`config.mk`:
```
export PLATFORM = sky130hd
export DESIGN_NAME = snake_head_stepper
export DESIGN_NICKNAME = d
export VERILOG_FILES = /design/src/rtl/snake_head_stepper_pkg.sv /design/src/rtl/snake_head_stepper_prescaler.sv /design/src/rtl/snake_head_stepper.sv
export SDC_FILE = /design/constraint.sdc
export NUM_CORES = 1
export LEC_CHECK = 0
export ABC_AREA = 0
export BUFFER_PORTS_ARGS = -buffer_cell sky130_fd_sc_hd__buf_2
export CORE_UTILIZATION = 33
export CTS_BUF_LIST = sky130_fd_sc_hd__clkbuf_4
export DETAILED_ROUTE_END_ITERATION = 8
export HOLD_SLACK_MARGIN = 0.03
export PLACE_DENSITY = 0.54
export SETUP_SLACK_MARGIN = 0.2
export SLEW_MARGIN = 20
export SYNTH_ARGS = -nofsm -noshare
export SYNTH_HDL_FRONTEND = slang
export SYNTH_SLANG_ARGS = --single-unit
```
`constraint.sdc`:
```
create_clock -name CLOCK -period 3.3 [get_ports CLOCK]
set_input_delay 0 -clock CLOCK [delete_from_list [all_inputs] [get_ports CLOCK]]
set_output_delay 0 -clock CLOCK [all_outputs]
set_load 0.005 [all_outputs]
```
`src/rtl/snake_head_stepper_pkg.sv`:
```
// Shared definitions for the snake head stepper: direction codes, default grid size
// and the reversal test used by the direction guard.
`default_nettype none

package snake_head_stepper_pkg;

  typedef logic [1:0] dir_t;

  localparam dir_t DIR_RIGHT = 2'b00;
  localparam dir_t DIR_DOWN  = 2'b01;
  localparam dir_t DIR_UP    = 2'b10;
  localparam dir_t DIR_LEFT  = 2'b11;

  // Grid size shared with the navigation FSM and the display stage.
  localparam int DEF_GRID_W = 32;
  localparam int DEF_GRID_H = 24;

  // Opposite directions are encoded as bitwise complements.
  function automatic logic is_reverse(input dir_t req, input dir_t cur);
    return req == ~cur;
  endfunction

endpackage

`default_nettype wire

```
`src/rtl/snake_head_stepper_prescaler.sv`:
```
// step_prescaler: counts enabled cycles 0..STEP_DIV-1 and flags the terminal cycle.
`default_nettype none

module step_prescaler #(
  parameter int STEP_DIV = 2500000,
  parameter int CNT_W    = 22
) (
  input  logic CLOCK,
  input  logic RESET,
  input  logic ENABLE,
  output logic TICK
);

  logic [CNT_W-1:0] r_cnt;
  logic             w_last;

  assign w_last = (r_cnt == CNT_W'(STEP_DIV - 1));
  assign TICK   = ENABLE && w_last;

  // The count is frozen, not cleared, while ENABLE is low.
  always_ff @(posedge CLOCK) begin
    if (RESET) begin
      r_cnt <= '0;
    end else if (ENABLE) begin
      if (w_last) r_cnt <= '0;
      else        r_cnt <= r_cnt + CNT_W'(1);
    end
  end

endmodule

`default_nettype wire

```
`src/rtl/snake_head_stepper.sv`:
```
// snake_head_stepper: advances the snake head one cell per game tick with reversal guard
// and edge wrap; defining WALL_STOP_EN turns edge moves into a sticky CRASH instead.
`default_nettype none

module snake_head_stepper
  import snake_head_stepper_pkg::*;
#(
  parameter int GRID_W   = DEF_GRID_W,
  parameter int GRID_H   = DEF_GRID_H,
  parameter int X_W      = 5,
  parameter int Y_W      = 5,
  parameter int STEP_DIV = 2500000,
  parameter int CNT_W    = 22,
  parameter int START_X  = 16,
  parameter int START_Y  = 12
) (
  input  logic           CLOCK,
  input  logic           RESET,
  input  logic           ENABLE,
  input  logic [1:0]     DIR_IN,
  output logic [X_W-1:0] HEAD_X,
  output logic [Y_W-1:0] HEAD_Y,
  output logic [1:0]     DIR_OUT,
  output logic           STEP,
  output logic           CRASH
);

  logic [X_W-1:0] r_x;
  logic [Y_W-1:0] r_y;
  dir_t           r_dir;
  logic           r_step;
  logic           r_crash;

  logic           w_tick;
  dir_t           w_dir;
  logic [X_W-1:0] w_nx;
  logic [Y_W-1:0] w_ny;
  logic           w_can_move;

  step_prescaler #(
    .STEP_DIV (STEP_DIV),
    .CNT_W    (CNT_W)
  ) u_prescaler (
    .CLOCK  (CLOCK),
    .RESET  (RESET),
    .ENABLE (ENABLE),
    .TICK   (w_tick)
  );

  assign w_dir = is_reverse(DIR_IN, r_dir) ? r_dir : DIR_IN;

  // Edge cells are tested explicitly so the counters never run past the grid.
  always_comb begin
    w_nx = r_x;
    w_ny = r_y;
    case (w_dir)
      DIR_RIGHT: w_nx = (r_x == X_W'(GRID_W - 1)) ? '0 : r_x + X_W'(1);
      DIR_LEFT:  w_nx = (r_x == '0) ? X_W'(GRID_W - 1) : r_x - X_W'(1);
      DIR_DOWN:  w_ny = (r_y == Y_W'(GRID_H - 1)) ? '0 : r_y + Y_W'(1);
      default:   w_ny = (r_y == '0) ? Y_W'(GRID_H - 1) : r_y - Y_W'(1);
    endcase
  end

`ifdef WALL_STOP_EN
  logic w_hit_wall;

  always_comb begin
    w_hit_wall = 1'b0;
    case (w_dir)
      DIR_RIGHT: w_hit_wall = (r_x == X_W'(GRID_W - 1));
      DIR_LEFT:  w_hit_wall = (r_x == '0);
      DIR_DOWN:  w_hit_wall = (r_y == Y_W'(GRID_H - 1));
      default:   w_hit_wall = (r_y == '0);
    endcase
  end

  assign w_can_move = !r_crash && !w_hit_wall;

  always_ff @(posedge CLOCK) begin
    if (RESET)                                r_crash <= 1'b0;
    else if (w_tick && !r_crash && w_hit_wall) r_crash <= 1'b1;
  end
`else
  assign w_can_move = 1'b1;

  always_ff @(posedge CLOCK) begin
    r_crash <= 1'b0;
  end
`endif

  always_ff @(posedge CLOCK) begin
    if (RESET) begin
      r_x    <= X_W'(START_X);
      r_y    <= Y_W'(START_Y);
      r_dir  <= DIR_RIGHT;
      r_step <= 1'b0;
    end else begin
      r_step <= 1'b0;
      if (w_tick && w_can_move) begin
        r_x    <= w_nx;
        r_y    <= w_ny;
        r_dir  <= w_dir;
        r_step <= 1'b1;
      end
    end
  end

  assign HEAD_X  = r_x;
  assign HEAD_Y  = r_y;
  assign DIR_OUT = r_dir;
  assign STEP    = r_step;
  assign CRASH   = r_crash;

endmodule

`default_nettype wire

```
=== Word-level counts from Yosys, hierarchy flattened ===
Cells that the tools add are included.

* Equal/unequal tests: 6
* Bitwise logic cells: 2
* Mux-type cells: 9
* Reductions and logical operators: 8
* Add/subtract/negate cells: 5

{| class="wikitable"
|+ Operators by type and width
! cell !! count
|-
| 22-bit by 1-bit adder with 22-bit output, second input constant || 1
|-
| 22-bit equality test, second input constant || 1
|-
| 22-bit two-way mux || 1
|-
| 5-bit two-way mux || 4
|-
| 5-bit one-hot mux with 2 select lines || 2
|-
| 5-bit by 1-bit adder with 5-bit output, second input constant || 2
|-
| 5-bit equality test, second input constant || 2
|-
| 5-bit zero test || 2
|-
| 5-bit by 1-bit subtractor with 5-bit output, second input constant || 2
|-
| 2-bit AND reduction || 2
|-
| 2-bit by 1-bit equality test with 1-bit output, second input constant || 1
|-
| 2-bit equality test || 1
|-
| 2-bit equality test, second input constant || 1
|-
| 2-bit zero test || 1
|-
| 2-bit two-way mux || 1
|-
| 2-bit NOT || 1
|-
| 2-bit nonzero test || 1
|-
| 2-bit OR reduction || 1
|-
| 1-bit logical AND || 1
|-
| 1-bit two-way mux || 1
|-
| 1-bit NOT || 1
|}

* Logic and storage cells: 35
* Bits in registers: 35
* Output and inout port bits: 14

=== Longest topological paths before layout ===
Gate-level depths: netlist of the first run.

* Depth after elaboration: 7
* Depth in mapped cells: 9

=== Hierarchy ===
From an unflattened synthesis of the first run, not the netlist that was laid out.

* Cells, all modules: 246
* Area total of the unflattened synthesis: 2078.2 um2

{| class="wikitable"
|+ Modules (own cells, without submodules)
! module !! times used !! sequential area each (um2) !! cells each !! area an instance (um2)
|-
| step_prescaler || 1 || 440.4 || 131 || 1112.3
|-
| snake_head_stepper || 1 || 260.2 || 115 || 965.9
|}

=== Least setup slack after synthesis of the first run ===
OpenSTA, ideal clock, no wires.

* Path kind: reg2reg
* Start: register u_prescaler.r_cnt[0]
* End: register r_y[4], in the netlist HEAD_Y[4]
* Data arrival time: 2370 ps
* Cell stages (with the launch flop): 8
* Clock period less this slack: 2440 ps
* Setup slack: 860 ps
* Path buffers: 1
* Path through: dfxtp_1 -> ha_1 -> nand4_2 -> or4_4 -> or4_1 -> buf_2 -> or3_1 -> a21oi_1

* Longest elaborated chain between the ends: 3

{| class="wikitable"
|+ RTL lines
! what !! RTL line !! source
|-
| start: declaration || snake_head_stepper_prescaler.sv:14 || <nowiki>logic [CNT_W-1:0] r_cnt;</nowiki>
|-
| start signal: assignment || snake_head_stepper_prescaler.sv:26 || <nowiki>else r_cnt <= r_cnt + CNT_W'(1);</nowiki>
|-
| 22-bit equality test || snake_head_stepper_prescaler.sv:17 || <nowiki>assign w_last = (r_cnt == CNT_W'(STEP_DIV - 1));</nowiki>
|-
| 1-bit logical AND || snake_head_stepper_prescaler.sv:18 || <nowiki>assign TICK = ENABLE && w_last;</nowiki>
|-
| 2-bit AND reduction (no source line) || - ||
|-
| end signal: assignment || snake_head_stepper.sv:94 || <nowiki>r_y <= Y_W'(START_Y);</nowiki>
|-
| end signal: assignment || snake_head_stepper.sv:101 || <nowiki>r_y <= w_ny;</nowiki>
|-
| end: declaration || snake_head_stepper.sv:29 || <nowiki>logic [Y_W-1:0] r_y;</nowiki>
|}

Every way passes these cells.
A chain may end at the register's enable or synchronous reset.

=== Final worst setup path of the first run ===
Same ends and word-level chain as after synthesis.

==> reports/metrics.csv, run 1 <==
stage,metric,value,unit
outcome,status,"complete, no violations",
floorplanning,core area,5540,sq um
routing,Wirelength per Cell,11.8,um
worst_setup_path,CP endpoint kind,flop,
global_routing,first-pass GRT wire length,6580,um
routing,Routed Antenna Nets,0,
routing,Residual DRC,0,
synth,top cell type's share of synthesized area,36.8,%
synth,mux cell area share after synthesis,3.88,%
sta,fin crit share,79.1,%
floorplanning,row count,27,
sta,Final Max Slew Viols,0,
routing,vias post-DR,1616,
synth,"count leader, synth",dfxtp_1,
routing,vias per inst,5.05,
worst_setup_path,"Req. time, crit path",3580,ps
sta,PnR worst setup slack,688,ps
sta,Worst Skew,14.0,ps
synth,main combinational cell family by area after synthesis,simple AND/OR/NAND/NOR gates,
worst_setup_path,worst path bufs/invs,0,
cells_and_area,ratio of cells with drive above 1 in the final layout,14.1,%
worst_setup_path,Slowest cell on crit path,or4_1,
global_routing,largest net degree at the start of global routing,23,
routing,DR pass1 iterations,4,
synth,adder-cell area share of the yosys netlist,5.26,%
synth,Post-synth EDFFs,0,
min_path,Hold Crit Class,in2reg,
clocking,clock latency on the worst-skew pair,340,ps
clocking,total setup buffers inserted after CTS,0,
synth,simple-gate share of the synthesized area,27.5,%
global_routing,initial antenna violation count,0,
sta,final hold vios,0,
floorplanning,Die Width,77.9,um
synth,largest area contributor in the netlist,dfxtp_1,
floorplanning,die height,77.9,um
clocking,CTS tree,yes,
global_routing,gr usage total,13.6,%
synth,Yosys cell types,44,
synth,Ys Warns,0,
sta,Max Clock Freq,0.383,GHz
cells_and_area,Diodes inserted,0,
synth,async set-or-reset flop fraction in the synthesized netlist,0,%
power,static leakage,0.794,nW
power,maximum vdd ir drop,156,uV
synth,Synth Register Bits,35,
flow_run,maxcap violations,0,
routing,WL final,3760,um
worst_setup_path,CP Class,reg2reg,
sta,fin crit period,2610,ps
cells_and_area,multi-input logic area,1130,sq um
synth,Commonest cells post-synth,"35 x dfxtp_1, 33 x nor2_1, 15 x nand2_1, 15 x xor2_1",
routing,initial detailed-routing violation count,57,
place,post-detail-place hpwl,2600,um
clocking,# clock sinks,35,
worst_setup_path,startpoint types,flop,
cells_and_area,fill count,599,
sta,slew of the pin with the lowest slew margin,937,ps
sta,setup TNS,0,ps
worst_setup_path,CP peak stage delay,680,ps
synth,Synth area leaders,"dfxtp_1 37%, xor2_1 6.9%, nor2_1 6.5%",
global_routing,vias in the first global route,1509,
synth,synthesized area,1900,sq um
sta,RSZ-0062 raised after global routing,false,
synth,syn nets,240,
floorplanning,die area,6070,sq um
floorplanning,io pins,19,
place,Routability Congestion,0.728,
synth,Post-Synthesis Cells,227,
clocking,"Reg clk slew, reported paths",110,ps
clocking,CTS root buf,clkbuf_4,
worst_setup_path,Top delay family on crit path,simple AND/OR/NAND/NOR gates,
synth,Compound-Gate Fraction of Synth Area,11.5,%
cells_and_area,Area growth syn-to-layout,12.4,%
worst_setup_path,crit path cell chain,ha_1 -> nand4_2 -> or4_4 -> or4_1 -> or3_1 -> a21oi_1,
clocking,Clock Path Buffers,2,
synth,syn avg cell area,8.38,sq um
place,Post-Place Setup Slack,692,ps
worst_setup_path,CP Max Fanout,10,
place,port buffer count,17,
clocking,Num CTS Buffers,5,
synth,ys flop type,dfxtp_1,
cells_and_area,Nets,260,
synth,XOR/XNOR Fraction of Synth Area,11.0,%
clocking,H-tree levels,2,
sta,Final Setup Violations,0,
sta,relative slew slack,36.9,%
cells_and_area,sequential cell area,701,sq um
worst_setup_path,critical path arrival,2890,ps
floorplanning,Initial Util,34.3,%
power,PD cells,329,nW/um^2
global_routing,total grt overflow,0,
synth,sequential area share after synthesis,36.8,%
-- where the power goes --
group | switching, mW | internal, mW
logic | 0.0202 | 0.0147
clock network | 0.143 | 0.0995
registers | 0.00223 | 0.425
-- worst reg2reg max path, cell delays in order (launching register included) --
cell     delay, ps
dfxtp_1        380
ha_1           190
nand4_2        170
or4_4          610
or4_1          680
or3_1          390
a21oi_1        140
-- cell usage in the layout (no fill, tap or decap), types with 2 or more instances in the layout --
master and instances:
nand3b_1 2, a211o_1 4, nor3_1 6, xor2_1 15, clkbuf_4 7, nand3_1 8, mux2i_1 4, inv_1 9
buf_4 3, and3_1 3, nor4_1 7, nand2b_1 3, a21o_1 2, o211ai_1 2, or3_1 2, nor3b_1 2
mux2_2 3, ha_1 8, dfxtp_1 35, buf_2 17, nor2b_1 2, nand4_1 6, nor2_1 33, xnor2_1 9
a211oi_1 3, dlygate4sd3_1 2, a21oi_1 9, o21ai_0 9, nand2_1 15, nor4b_1 2
-- cells by family (layout without fill, tap and decap cells) --
| group | Yosys count | count (layout) |
|---|---|---|
| compound gates | 34 | 34 |
| buf+inv | 18 | 39 |
| xor+xnor | 24 | 24 |
| fa+ha+maj | 8 | 8 |
| flops | 35 | 35 |
| simple gates | 100 | 100 |
| other cells | 1 | 1 |
| mux | 7 | 7 |
-- state kept, by name, summed over array words and instances (netlist names) --
name and flops:
HEAD_Y 5, STEP 1, HEAD_X 5, u_prescaler.r_cnt 22, DIR_OUT 2
-- per-stage QoR --
stage / hold slack [ps] / std cells / power (mW) / instance area (sq um) / utilization, %
after global placement: 340 / 310 / 0.470 / 2060 / 37.2
after floorplan: 78.5 / 227 / 0.461 / 1900 / -
after CTS: 75.6 / 320 / 0.721 / 2140 / 38.6
after detailed placement: 340 / 310 / 0.470 / 2060 / 37.2
after global routing: 112 / 320 / 0.740 / 2140 / 38.6
final: 93.5 / 320 / 0.705 / 2140 / 38.6
-- area by class of cell --
cell class	count	share of cell area [%]
clock buffer	7	2.46
timing repair buffer	22	5.96
tap	72	4.21
sequential	35	32.7
inverter	9	1.58
multi-input combinational	174	52.8
clock inverter	1	0.234
-- what timing repair did --
| item | CTS | global route |
|---|---|---|
| resized for setup | 0 | 0 |
| endpoints found under the hold margin | 12 | 0 |
| hold buffers | 2 | 0 |
-- routing by layer --
metal	part of all wire, %	vias to the layer above	GRT usage [%]
li1	-	832	-
met1	50	752	17.0
met2	45	27	22.3
met3	4.2	5	3.88
met4	1.3	0	5.00
met5	0	-	0
-- final timing paths --
kind                      endpoint  cells after the start  slack, ps             startpoint
max                      HEAD_Y[4]                      6        690   u_prescaler.r_cnt[0]
min reg2reg  u_prescaler.r_cnt[21]                      2        540  u_prescaler.r_cnt[21]
max reg2reg              HEAD_Y[4]                      6        690   u_prescaler.r_cnt[0]
min                     DIR_OUT[0]                      4         90              DIR_IN[0]
Note: power is estimated with default switching activity, not from simulation.
==> inputs of run 2 (changes only) <==
--- a/config.mk
+++ b/config.mk
@@ -5,13 +5,13 @@
 export SDC_FILE = /design/constraint.sdc
 export NUM_CORES = 1
 export LEC_CHECK = 0
-export ABC_AREA = 0
+export ABC_AREA = 1
 export BUFFER_PORTS_ARGS = -buffer_cell sky130_fd_sc_hd__buf_2
 export CORE_UTILIZATION = 33
 export CTS_BUF_LIST = sky130_fd_sc_hd__clkbuf_4
 export DETAILED_ROUTE_END_ITERATION = 8
 export HOLD_SLACK_MARGIN = 0.03
-export PLACE_DENSITY = 0.54
+export PLACE_DENSITY = 0.55
 export SETUP_SLACK_MARGIN = 0.2
 export SLEW_MARGIN = 20
 export SYNTH_ARGS = -nofsm -noshare
==> constraint.sdc (replaced) <==
create_clock -name CLOCK -period 2.4 [get_ports CLOCK]
set_input_delay 0 -clock CLOCK [delete_from_list [all_inputs] [get_ports CLOCK]]
set_output_delay 0 -clock CLOCK [all_outputs]
set_load 0.005 [all_outputs]
==> reports/metrics.csv, run 2 <==
stage,metric,value,unit
outcome,status,"complete, no violations",
routing,vias per inst,4.75,
synth,synthesized area,2280,sq um
worst_setup_path,crit path cell chain,xnor2_1 -> o21ai_0 -> ha_1 -> inv_1 -> nor2_1 -> nand3_1 -> nand2_1 -> nand4_1 -> nand2_1 -> inv_1 -> nand2_1,
power,maximum vdd ir drop,133,uV
cells_and_area,max reg flops,22,
clocking,H-tree levels,2,
sta,Final Setup Violations,0,
clocking,clock latency on the worst-skew pair,340,ps
cells_and_area,Top reg by flops,u_prescaler.r_cnt,
synth,simple-gate share of the synthesized area,46.3,%
floorplanning,Initial Util,35.1,%
worst_setup_path,"Req. time, crit path",2690,ps
synth,Yosys cell types,28,
clocking,Clock Path Buffers,2,
global_routing,largest net degree at the start of global routing,12,
sta,Final Max Slew Viols,0,
clocking,CTS root buf,clkbuf_4,
synth,mux cell area share after synthesis,0,%
routing,Wirelength per Cell,11.6,um
sta,slew of the pin with the lowest slew margin,485,ps
cells_and_area,"commonest non-fill, non-tap cell in the layout",nand2_1,
global_routing,vias in the first global route,2052,
flow_run,maxcap violations,0,
cells_and_area,Diodes inserted,0,
worst_setup_path,CP Max Fanout,5,
synth,Compound-Gate Fraction of Synth Area,3.90,%
synth,top cell type's share of synthesized area,30.7,%
sta,fin crit share,83.2,%
floorplanning,core area,6490,sq um
floorplanning,die height,85.1,um
synth,Ys Warns,0,
cells_and_area,Area growth syn-to-layout,9.22,%
cells_and_area,fill count,714,
sta,RSZ-0062 raised after global routing,false,
synth,main combinational cell family by area after synthesis,simple AND/OR/NAND/NOR gates,
floorplanning,Die Width,85.1,um
routing,DR pass1 iterations,4,
synth,adder-cell area share of the yosys netlist,4.39,%
synth,Commonest cells post-synth,"95 x nand2_1, 73 x nor2_1, 44 x inv_1",
worst_setup_path,worst path bufs/invs,2,
routing,Routed Antenna Nets,0,
routing,vias post-DR,2206,
worst_setup_path,startpoint types,flop,
floorplanning,io pins,19,
synth,largest area contributor in the netlist,dfxtp_1,
synth,async set-or-reset flop fraction in the synthesized netlist,0,%
worst_setup_path,Slowest cell on crit path,o21ai_0,
sta,setup TNS,0,ps
floorplanning,die area,7240,sq um
power,static leakage,1.11,nW
global_routing,first-pass GRT wire length,9400,um
global_routing,total grt overflow,0,
synth,"count leader, synth",nand2_1,
synth,syn avg cell area,6.21,sq um
synth,Post-synth EDFFs,0,
clocking,CTS tree,yes,
routing,initial detailed-routing violation count,112,
sta,Hold Slack,123,ps
sta,Max Clock Freq,0.501,GHz
global_routing,gr usage total,16.1,%
routing,Residual DRC,0,
global_routing,initial antenna violation count,0,
place,post-detail-place hpwl,4170,um
synth,Synth area leaders,"dfxtp_1 31%, nand2_1 16%, nor2_1 12%",
worst_setup_path,CP peak stage delay,410,ps
synth,XOR/XNOR Fraction of Synth Area,4.99,%
synth,syn nets,380,
clocking,total setup buffers inserted after CTS,0,
min_path,Hold Crit Class,in2reg,
sta,relative slew slack,67.3,%
synth,sequential area share after synthesis,30.7,%
synth,Synth Register Bits,35,
sta,final hold vios,0,
sta,Worst Skew,11.9,ps
cells_and_area,most frequent cells in the layout,"95 x nand2_1, 73 x nor2_1, 44 x inv_1",
place,Routability Congestion,0.845,
sta,fin crit period,2000,ps
floorplanning,row count,29,
clocking,Num CTS Buffers,5,
worst_setup_path,Top delay family on crit path,simple AND/OR/NAND/NOR gates,
clocking,"Reg clk slew, reported paths",110,ps
cells_and_area,post-layout util,38.3,%
clocking,# clock sinks,35,
place,port buffer count,17,
synth,Post-Synthesis Cells,367,
worst_setup_path,CP endpoint kind,flop,
synth,ys flop type,dfxtp_1,
worst_setup_path,"most used cell, CP",nand2_1,
cells_and_area,Nets,400,
routing,WL final,5390,um
power,PD cells,383,nW/um^2
worst_setup_path,CP Class,reg2reg,
cells_and_area,ratio of cells with drive above 1 in the final layout,11.4,%
worst_setup_path,critical path arrival,2290,ps
run 2: cell types whose count changed after synthesis, sizes merged, moves of 4 or more:
| cell | delta |
|---|---|
| nand2 | +83 |
| nor2 | +50 |
| inv | +39 |
| nand3 | +25 |
| nor4 | -7 |
| xnor2 | -6 |
| nand4 | +5 |
| xor2 | -5 |
| a211o | -4 |
| clkbuf | -4 |
| mux2i | -4 |
| nor3 | +4 |
run 2: kinds of logic after synthesis:
family / count (synthesis)
buffers and inverters: 54
xor gates and xnor gates: 13
and+or+nand+nor: 239
other: 1
DFF: 35
adders and majority gates: 8
AOI/OAI and AO/OA: 17
run 2: per-stage QoR:
step                      instance area [sq um]  worst slack, ps  total power, mW  std cells
final                                      2490              402            0.953        464
after global routing                       2490              230            0.996        464
after CTS                                  2490              411            0.972        464
after detailed placement                   2420              460            0.657        455
after global placement                     2420              459            0.657        455
after floorplan                            2280              785            0.646        367
run 2: where the power goes:
part	internal, mW	switching [mW]
combinational	0.0192	0.0391
sequential	0.584	0.00390
clock	0.104	0.203
run 2: path summary, 6_finish.rpt:
kind | startpoint | depth (start not counted) | to | slack, ps
worst max-delay path | DIR_OUT[1] | 11 | HEAD_X[4] | 400
worst min-delay path | DIR_IN[1] | 5 | DIR_OUT[1] | 120
worst max register to register | DIR_OUT[1] | 11 | HEAD_X[4] | 400
worst min register to register | DIR_OUT[0] | 2 | DIR_OUT[0] | 510
run 2: repair_timing:
action                    CTS  global route
hold buffers                2             0
resized for setup           0             0
hold endpoints to repair   11             0
run 2: worst min-delay path, delay by kind of cell:
| kind | cells | cell delay (ps) |
|---|---|---|
| buf+inv | 1 | 100 |
| compound gates | 2 | 210 |
| simple gates | 2 | 120 |
run 2: layout make-up:
cell class	count	area, sq um	area share (%)
clock inverter	2	8.76	0.352
multi-input combinational	278	1360	54.7
tap	77	96.3	3.87
inverter	48	180	7.24
timing repair buffer	19	105	4.22
sequential	35	701	28.1
clock buffer	5	37.5	1.51
run 2: routing by layer:
metal | GRT usage [%] | routed length (um)
met1 | 21.5 | 2780
met2 | 26.3 | 2370
met3 | 2.92 | 164
met4 | 5.08 | 74
met5 | 0 | 0
==> inputs of run 3 (changes only) <==
==> constraint.sdc (replaced) <==
create_clock -name CLOCK -period 1.7 [get_ports CLOCK]
set_input_delay 0 -clock CLOCK [delete_from_list [all_inputs] [get_ports CLOCK]]
set_output_delay 0 -clock CLOCK [all_outputs]
set_load 0.005 [all_outputs]
==> reports/metrics.csv, run 3 (synthesized netlist as in run 2, its figures left out) <==
stage,metric,value,unit
worst_setup_path,reg2reg start,DIR_OUT[0],
cells_and_area,fill count,680,
routing,Wirelength per Cell,12.1,um
sta,final hold vios,0,
place,port buffer count,17,
clocking,Num CTS Buffers,5,
power,Net Sw Frac,25.9,%
power,internal power,1.09,mW
floorplanning,Die Width,85.1,um
power,PD cells,492,nW/um^2
sta,Final Setup Violations,0,
flow_run,maxcap violations,0,
cells_and_area,max reg flops,22,
worst_setup_path,CP Max Fanout,4,
power,Clock Power Share,32.9,%
clocking,Clock Path Buffers,2,
min_path,Worst Hold Path EP,DIR_OUT[0],
cells_and_area,Diodes inserted,0,
clocking,H-tree levels,2,
worst_setup_path,reg2reg path depth,11,
power,net switching power,0.380,mW
power,maximum vdd ir drop,198,uV
global_routing,gr usage total,16.5,%
min_path,Hold Crit Class,in2reg,
cells_and_area,Nets,426,
sta,Max Clock Freq,0.615,GHz
global_routing,vias in the first global route,2118,
min_path,hold_sp,DIR_IN[0],
clocking,CTS tree,yes,
routing,initial detailed-routing violation count,97,
sta,Worst Skew,12.6,ps
routing,WL final,5930,um
cells_and_area,ratio of cells with drive above 1 in the final layout,29.5,%
floorplanning,row count,29,
sta,PnR worst setup slack,73.0,ps
worst_setup_path,startpoint types,flop,
power,Logic pwr share,10.3,%
cells_and_area,"commonest non-fill, non-tap cell in the layout",nand2_1,
place,post-detail-place hpwl,4220,um
sta,fin crit period,1630,ps
cells_and_area,Area growth syn-to-layout,30.7,%
floorplanning,Initial Util,35.1,%
clocking,CTS root buf,clkbuf_4,
cells_and_area,Top reg by flops,u_prescaler.r_cnt,
routing,vias per inst,4.80,
routing,DR pass1 iterations,5,
sta,fin crit share,95.7,%
global_routing,initial antenna violation count,0,
floorplanning,die height,85.1,um
place,Routability Congestion,0.838,
power,static leakage,1.35,nW
worst_setup_path,CP endpoint kind,flop,
clocking,# clock sinks,35,
worst_setup_path,"Req. time, crit path",1990,ps
sta,setup TNS,0,ps
global_routing,first-pass GRT wire length,9520,um
floorplanning,core area,6490,sq um
power,Seq pwr share,56.7,%
worst_setup_path,critical path arrival,1910,ps
clocking,clock latency on the worst-skew pair,340,ps
place,Post-Place Setup Slack,-26.6,ps
global_routing,total grt overflow,0,
cells_and_area,"non-filler cells, final",491,
global_routing,largest net degree at the start of global routing,11,
sta,Final Max Slew Viols,0,
cells_and_area,most frequent cells in the layout,"83 x nand2_1, 70 x nor2_1, 37 x inv_1",
clocking,"Reg clk slew, reported paths",110,ps
routing,vias post-DR,2359,
power,Tot Pwr,1.47,mW
routing,Routed Antenna Nets,0,
floorplanning,io pins,19,
routing,Residual DRC,0,
worst_setup_path,CP Class,reg2reg,
place,Placed Cells,467,
sta,RSZ-0062 raised after global routing,true,
floorplanning,die area,7240,sq um
worst_setup_path,reg2reg end,HEAD_X[3],
min_path,Worst Hold Path Cells,5,
worst_setup_path,reg2reg setup slack,70,ps
outcome,status,"complete, no violations",
[run 3: how the worst max path moves through the flow]
stage                           from        end  slack (ps)  cells past startpoint
final                     DIR_OUT[0]  HEAD_X[3]          70                     11
after global routing      DIR_OUT[0]  HEAD_X[4]         -30                     12
after CTS                 DIR_OUT[0]  HEAD_Y[2]          80                     10
after detailed placement  DIR_OUT[1]  HEAD_Y[2]         -30                      8
after global placement    DIR_OUT[1]  HEAD_Y[2]           2                      8
after floorplan           DIR_OUT[0]  HEAD_Y[4]         220                     11
[run 3: timing repair]
| item | CTS | global route |
|---|---|---|
| setup endpoints to repair | 27 | 30 |
| pin swaps | 7 | 31 |
| resized for setup | 25 | 52 |
| endpoints found under the hold margin | 11 | 0 |
| setup buffers | 7 | 7 |
| hold buffers | 2 | 0 |
| cloned | 0 | 0 |
[run 3: critical path, stage by stage (launching register included)]
cell and delay [ps]:
dfxtp_2 350, xnor2_2 130, buf_4 140, o21ai_4 210, ha_4 210, inv_4 50
nor2_4 110, nand3_4 90, buf_6 130, nand3_2 40, nor2_1 40, nor2_1 70
[run 3: routing by layer]
layer | vias up | track usage (%) | part of all wire (%)
met3 | 8 | 2.92 | 3.5
li1 | 1250 | - | -
met1 | 1060 | 22.0 | 48
met5 | - | 0 | 0
met4 | 0 | 4.62 | 1.5
met2 | 41 | 27.3 | 47
[run 3: per-stage QoR]
| stage | instance area, sq um | utilization, % | hold WS [ps] |
|---|---|---|---|
| after floorplan | 2310 | - | 276 |
| after CTS | 2760 | 42.4 | 91.2 |
| final | 2980 | 45.9 | 131 |
| after detailed placement | 2550 | 39.2 | 350 |
| after global routing | 2980 | 45.9 | 136 |
| after global placement | 2550 | 39.2 | 348 |
[run 3: area by class of cell]
cell class	count	area, sq um	share of cell area (%)
Tap cell	77	96.3	3.23
Inverter	48	193	6.47
Timing Repair Buffer	45	334	11.2
Clock inverter	1	5.00	0.168
Sequential cell	35	718	24.1
Clock buffer	7	52.6	1.76
Multi-Input combinational cell	278	1580	53.1
[run 3: power groups by stage]
stage | registers [mW] | logic (mW) | clock network (mW)
after floorplan | 0.847 | 0.0723 | 0
after global placement | 0.846 | 0.104 | 0
after detailed placement | 0.846 | 0.104 | 0
after CTS | 0.829 | 0.127 | 0.508
after global routing | 0.832 | 0.166 | 0.538
final | 0.831 | 0.152 | 0.483
